### config.mk
export PLATFORM = sky130hd
export DESIGN_NAME = imm_gen
export DESIGN_NICKNAME = d
export VERILOG_FILES = /design/src/rtl/imm_pkg.sv /design/src/rtl/imm_decode.sv /design/src/rtl/imm_gen.sv
export SDC_FILE = /design/constraint.sdc
export NUM_CORES = 1
export LEC_CHECK = 0
export ABC_AREA = 1
export CAP_MARGIN = 20
export CORE_MARGIN = 1.5
export CORE_UTILIZATION = 35
export CTS_BUF_LIST = sky130_fd_sc_hd__clkbuf_4
export DETAILED_ROUTE_END_ITERATION = 12
export HOLD_SLACK_MARGIN = 0.05
export PLACE_DENSITY = 0.71
export SLEW_MARGIN = 20
export SYNTH_ARGS = -nofsm -noshare
export SYNTH_HDL_FRONTEND = slang
export SYNTH_SLANG_ARGS = --single-unit
### constraint.sdc
create_clock -name clk -period 1 [get_ports clk]
set_input_delay 0.1 -clock clk [delete_from_list [all_inputs] [get_ports clk]]
set_output_delay 0.1 -clock clk [all_outputs]
set_load 0.01 [all_outputs]
### src/rtl/imm_pkg.sv
// Shared immediate-format select encoding for the RV32I immediate generator.
// The control decoder imports this package so both sides agree on immsel values.
package imm_pkg;

    localparam int XLEN = 32;

    localparam logic [2:0] IMM_I    = 3'd0;
    localparam logic [2:0] IMM_S    = 3'd1;
    localparam logic [2:0] IMM_B    = 3'd2;
    localparam logic [2:0] IMM_U    = 3'd3;
    localparam logic [2:0] IMM_J    = 3'd4;
    localparam logic [2:0] IMM_CSR  = 3'd5;
    localparam logic [2:0] IMM_NONE = 3'd7;

endpackage

### src/rtl/imm_decode.sv
// Combinational immediate extraction: slices and extends inst according to immsel.
// Build option: IMMGEN_CSR_EN enables the zero-extended CSR zimm format on select 5.
module imm_decode
    import imm_pkg::*;
(
    input  logic [XLEN-1:0] inst,
    input  logic [2:0]      immsel,
    output logic [XLEN-1:0] value,
    output logic            illegal
);

    logic sign;
    assign sign = inst[31];

    // Opcode bits never contribute to any immediate format.
    logic unused_opcode;
    assign unused_opcode = ^inst[6:0];

    always_comb begin
        // NOTE: defaults on every path keep this purely combinational (no latch).
        value   = '0;
        illegal = 1'b0;
        case (immsel)
            IMM_I:   value = {{20{sign}}, inst[31:20]};
            IMM_S:   value = {{20{sign}}, inst[31:25], inst[11:7]};
            IMM_B:   value = {{19{sign}}, sign, inst[7], inst[30:25], inst[11:8], 1'b0};
            IMM_U:   value = {inst[31:12], 12'b0};
            IMM_J:   value = {{11{sign}}, sign, inst[19:12], inst[20], inst[30:21], 1'b0};
`ifdef IMMGEN_CSR_EN
            IMM_CSR: value = {27'b0, inst[19:15]};
`endif
            default: illegal = 1'b1;
        endcase
    end

endmodule

### src/rtl/imm_gen.sv
// ID-stage immediate generator: decoded immediate registered with stall-hold and sync reset.
// Build option: IMMGEN_CSR_EN (passed through to imm_decode) enables the CSR zimm format.
module imm_gen
    import imm_pkg::*;
(
    input  logic            clk,
    input  logic            rst_n,
    input  logic            en,
    input  logic [XLEN-1:0] inst,
    input  logic [2:0]      immsel,
    output logic [XLEN-1:0] imm,
    output logic            imm_illegal
);

    logic [XLEN-1:0] dec_value;
    logic            dec_illegal;

    logic [XLEN-1:0] imm_d,     imm_q;
    logic            illegal_d, illegal_q;

    imm_decode u_decode (
        .inst    (inst),
        .immsel  (immsel),
        .value   (dec_value),
        .illegal (dec_illegal)
    );

    always_comb begin
        imm_d     = imm_q;
        illegal_d = illegal_q;
        if (en) begin
            imm_d     = dec_value;
            illegal_d = dec_illegal;
        end
    end

    // Reset is sampled on the clock edge and takes priority over en.
    always_ff @(posedge clk) begin
        // NOTE: non-blocking assignments so every flop samples pre-edge values.
        if (!rst_n) begin
            imm_q     <= '0;
            illegal_q <= 1'b0;
        end else begin
            imm_q     <= imm_d;
            illegal_q <= illegal_d;
        end
    end

    assign imm         = imm_q;
    assign imm_illegal = illegal_q;

endmodule

==> Yosys cells after proc, flatten, opt, wreduce, memory -nomap -nowiden <==
Index checks and enable logic that the tools add are counted.
{ "op_classes": {"eq_ne": 4, "muxes": 2, "n_reduce_logical": 2} }
{ "ops": {"columns": ["op", "count"], "rows": [
  ["$pmux 32 s5", 1],
  ["$eq 3x2->1 const B", 2],
  ["$reduce_or 5->1", 1],
  ["$eq 3x1->1 const B", 1],
  ["$eq 3x3->1 const B", 1],
  ["$logic_not 3->1", 1],
  ["$mux 1", 1]
]} }
{ "word_totals": {"register_bits": 33, "inputBits": 38, "output_inout_bits": 33} }

==> Longest topological paths before layout <==
{ "logic_depth": {"depth_word": 3, "ltp_mapped": 9, "mapped_depth_nobuf": 7} }

==> Cells and area by module <==
Synthesis repeated with hierarchy kept, for this count alone.
{ "unflattened": {"hier_cells": 311, "hier_area_um2": 1950.6} }
{ "modules_own_cells": {"columns": ["module", "instances", "cells_per_inst", "area_each_um2"], "rows": [
  ["imm_gen", 1, 209, 1347.5],
  ["imm_decode", 1, 102, 603.1]
]} }

==> Worst setup path after synthesis <==
No wires, ideal clock.
{ "synth_timing": {"path_kind": "input -> register", "from": "input port immsel[1]", "to": "register imm_q[20] (netlist: imm[20])", "setup_time_ns": 0.070, "arrival_ns": 0.908, "required_ns": 0.930, "slack_ns": 0.021, "stages": 9, "path_buffers": 2, "cell_sequence": "buf_2 nor2_4 nand2_1 buf_2 nand2_1 inv_1 nand2_1 nand2_1 a21oi_1"} }
{ "synth_via": {"elab_chain_cells": 2, "word_cells_on_any_way": 6} }
{ "synth_lines": {"columns": ["element", "line", "rtl"], "rows": [
  ["start: declaration", "imm_gen.sv:10", "input logic [2:0] immsel,"],
  ["$eq 3x3->1 (tied with other cells)", "imm_decode.sv:23", "case (immsel)"],
  ["$pmux 32 s5 (*)", "imm_decode.sv:23", null],
  ["end signal: assignment", "imm_gen.sv:44", "imm_q <= imm_d;"],
  ["end: declaration", "imm_gen.sv:18", "logic [XLEN-1:0] imm_d, imm_q;"]
]} }
Every way passes the cells marked *; elsewhere a longest branch is shown, timed or not.
A chain may end at the register's enable or synchronous reset.

==> metrics.yaml <==
timing:
  finalCritPeriodShare: 0.975
  timing_hold_violations_final: 0
  final-setup-viol-count: 0
  worstMarginPinSlew_ps: 277
  timing.final.crit_period_ps: 975
  timing.hold.ws_ps: 285
  maxClockFrequency_ghz: 1.03
  relSlewSlack: 0.815
  skew_ps: 0
  rsz0062_at_grt: "no"
  slew_viol_final: 0
synthesis:
  netlist_instances: 250
  syn_nets: 288
  syn_area_per_cell_sq_um: 6.57
  seq_area_frac_synth: 0.402
  synth_cell_types: 16
  synth_top_area_cell: "dfxtp_1"
  ys_warn_count: 0
  ys_ff_latch: 33
  synth_top_area_frac: 0.402
  netlist_area_sq_mm: 0.00164
  ys_top_cells_by_area: "dfxtp_1 (40%), nand2_1 (25%), a21oi_1 (9.7%)"
floorplan:
  start_util: 0.370
  die_h_microns: 71.5
  die_area_sq_mm: 0.00511
  placementRows: 24
  io_pins: 71
  core_sq_mm: 0.00444
  die_x_microns: 71.5
grt:
  grt_pass1_wl_mm: 8.10
  grt_use_total: 0.200
  grt_max_degree: 33
  grt_overflow_total: 0
  antenna_found_initial: 0
  grt_pass1_vias: 1772
clock_tree:
  clk_path_buf_depth: 2
  cts.sinks: 33
  tritoncts: "built"
  hold_buffers: 0
  root_buffer: "clkbuf_4"
  clock_latency_ps: 340
  cts.clk_slew.worst_paths_ps: 100
  htreeDepth: 2
  numCtsBuffers: 5
worst_setup_path:
  worst-setup-path-type: "input port to flop"
  critPathTopFamily: "buffers and inverters"
  worstSetupEndpointType: "flop"
  crit_chain: "clkdlybuf4s50_1 -> inv_2 -> a21oi_4 -> buf_4 -> nand2_1 -> a21oi_1"
  r2r_cells: 3
  path_max_fanout: 8
  slowest_stage: "clkdlybuf4s50_1"
  worstPathArrival_ps: 1250
  r2r_slack_ps: 320
  r2r-end: "imm[31]"
  crit_path_start_kind: "input port"
  crit_buf_inv: 3
  slowest_delay_ps: 510
  reg2reg_from: "imm[31]"
  crit_required_ps: 1270
layout:
  drive_gt1_frac: 0.360
  design_area_sq_mm: 0.00248
  fin_cells: 391
  fin_nets: 376
  antenna_cells: 0
  synthToLayoutAreaGrowth_pct: 51.3
hold_path:
  hold_end: "imm[20]"
  hold_path.class: "input port to flop"
  hold_depth: 7
  min_from: "immsel[0]"
run:
  max_cap_violations: 0
power_and_ir_drop:
  irDropWorstVdd_mv: 0.606
  powerDensity_mw_per_mm2: 1150
  power_leakage_nw: 1.22
drt:
  vias: 1876
  wl_met2_mm: 2.18
  dr.max_layer_used: "met4"
  wire_per_inst_microns: 12.1
  wl_met3_microns: 203
  detail-route-antenna-nets: 0
  drtIter0Drc: 97
  wl_met1_mm: 2.28
  drt_first_pass_iters: 6
  drc: 0
  vias_per_cell: 4.80
  wl_mm: 4.74
status:
  status: "finished, final reports clean"
place:
  placed_cell_area_sq_mm: 0.00245
  dp_hpwl_mm: 3.28
  port_buffers: 63
  dp_cells: 373
  place.gp.congestion: 0.909
state kept, by name, summed over array words and instances (netlist names):
signal,count
imm_illegal,1
imm,32
repair_timing:
| item | in CTS | in global routing |
|---|---|---|
| gates resized for setup | 158 | 23 |
| endpoints found under the hold margin | 0 | 0 |
| setup endpoints to repair | 65 | 39 |
| setup buffers | 2 | 8 |
| pin swaps | 4 | 1 |
cell usage after synthesis:
cell	instances
buf_6	1
nand3_1	20
buf_2	9
nand3_2	1
a21oi_4	1
inv_1	16
o21ai_0	2
nor2_1	1
nor2_4	3
nand4_1	12
inv_4	1
dfxtp_1	33
nand2_1	110
nand2_2	3
clkbuf_1	5
a21oi_1	32
report_power, final:
group,total [mW],switching [mW],internal (mW),leakage [nW]
Sequential,1.42,0.0288,1.39,0.284
Combinational,0.679,0.349,0.330,0.902
Clock,0.762,0.468,0.295,0.0354
Total,2.86,0.845,2.01,1.22
worst register-to-register path, stage by stage (launching register included):
cell	delay (ps)
dfxtp_2	340
buf_4	90
nand2_1	40
a21oi_1	140
cell type report:
class                           instances  area [sq um]
Sequential cell                        33           702
Clock inverter                          2          10.0
Timing Repair Buffer                   96           726
Tap cell                               52          65.1
Multi-Input combinational cell        185           868
Fill cell                             466          1960
Clock buffer                            6          45.0
Inverter                               17          68.8
metal layers:
layer  vias up  GRT usage
met3         8     0.0464
met1       843      0.265
met2        47      0.316
met4         0     0.0776
met5         -          0
li1        978          -
through the flow:
stage / power, mW / utilization / worst slack, ps / TNS (ps)
after floorplan: 1.74 / - / 21.3 / 0
after global placement: 2.12 / 0.551 / -584 / -17450
after detailed placement: 2.13 / 0.551 / -617 / -17880
after CTS: 2.85 / 0.562 / 2.72 / 0
after global routing: 3.01 / 0.559 / 7.86 / 0
final: 2.86 / 0.559 / 24.6 / 0
logic make-up after synthesis:
group / count (synthesis) / share of synthesized area
compound gates: 35 / 0.113
buf+inv: 32 / 0.0861
flops: 33 / 0.402
simple gates: 150 / 0.398
worst max path at each step:
stage	from	endpoint	slack (ps)	cells past startpoint
2_1_floorplan	immsel[1]	imm[20]	20	9
3_3_place_gp	immsel[0]	imm[16]	-580	7
3_5_place_dp	immsel[0]	imm[14]	-620	7
4_1_cts	imm[28]	imm[28]	3	1
5_1_grt	en	imm[31]	8	6
6_report	en	imm[31]	20	6
cells in the final DEF (no fill, tap or decap):
| cell type | netlist | routed |
|---|---|---|
| nor2_1 | 1 | 1 |
| buf_12 | 0 | 1 |
| buf_6 | 1 | 2 |
| nand2_1 | 110 | 108 |
| inv_4 | 1 | 2 |
| clkdlybuf4s50_1 | 0 | 27 |
| a21oi_1 | 32 | 32 |
| buf_4 | 0 | 30 |
| nand2_4 | 0 | 2 |
| inv_2 | 0 | 1 |
| clkbuf_4 | 0 | 6 |
| clkinv_2 | 0 | 2 |
| dfxtp_2 | 0 | 33 |
| a21oi_4 | 1 | 1 |
| nand3_2 | 1 | 1 |
| buf_2 | 9 | 33 |
| nand2_2 | 3 | 3 |
| clkbuf_2 | 0 | 1 |
| inv_1 | 16 | 14 |
| nor2_4 | 3 | 3 |
| dlygate4sd2_1 | 0 | 2 |
| nand3_1 | 20 | 19 |
| nand3_4 | 0 | 1 |
| o21ai_0 | 2 | 2 |
| nand4_1 | 12 | 12 |
Note: power is estimated with default switching activity, not from simulation.
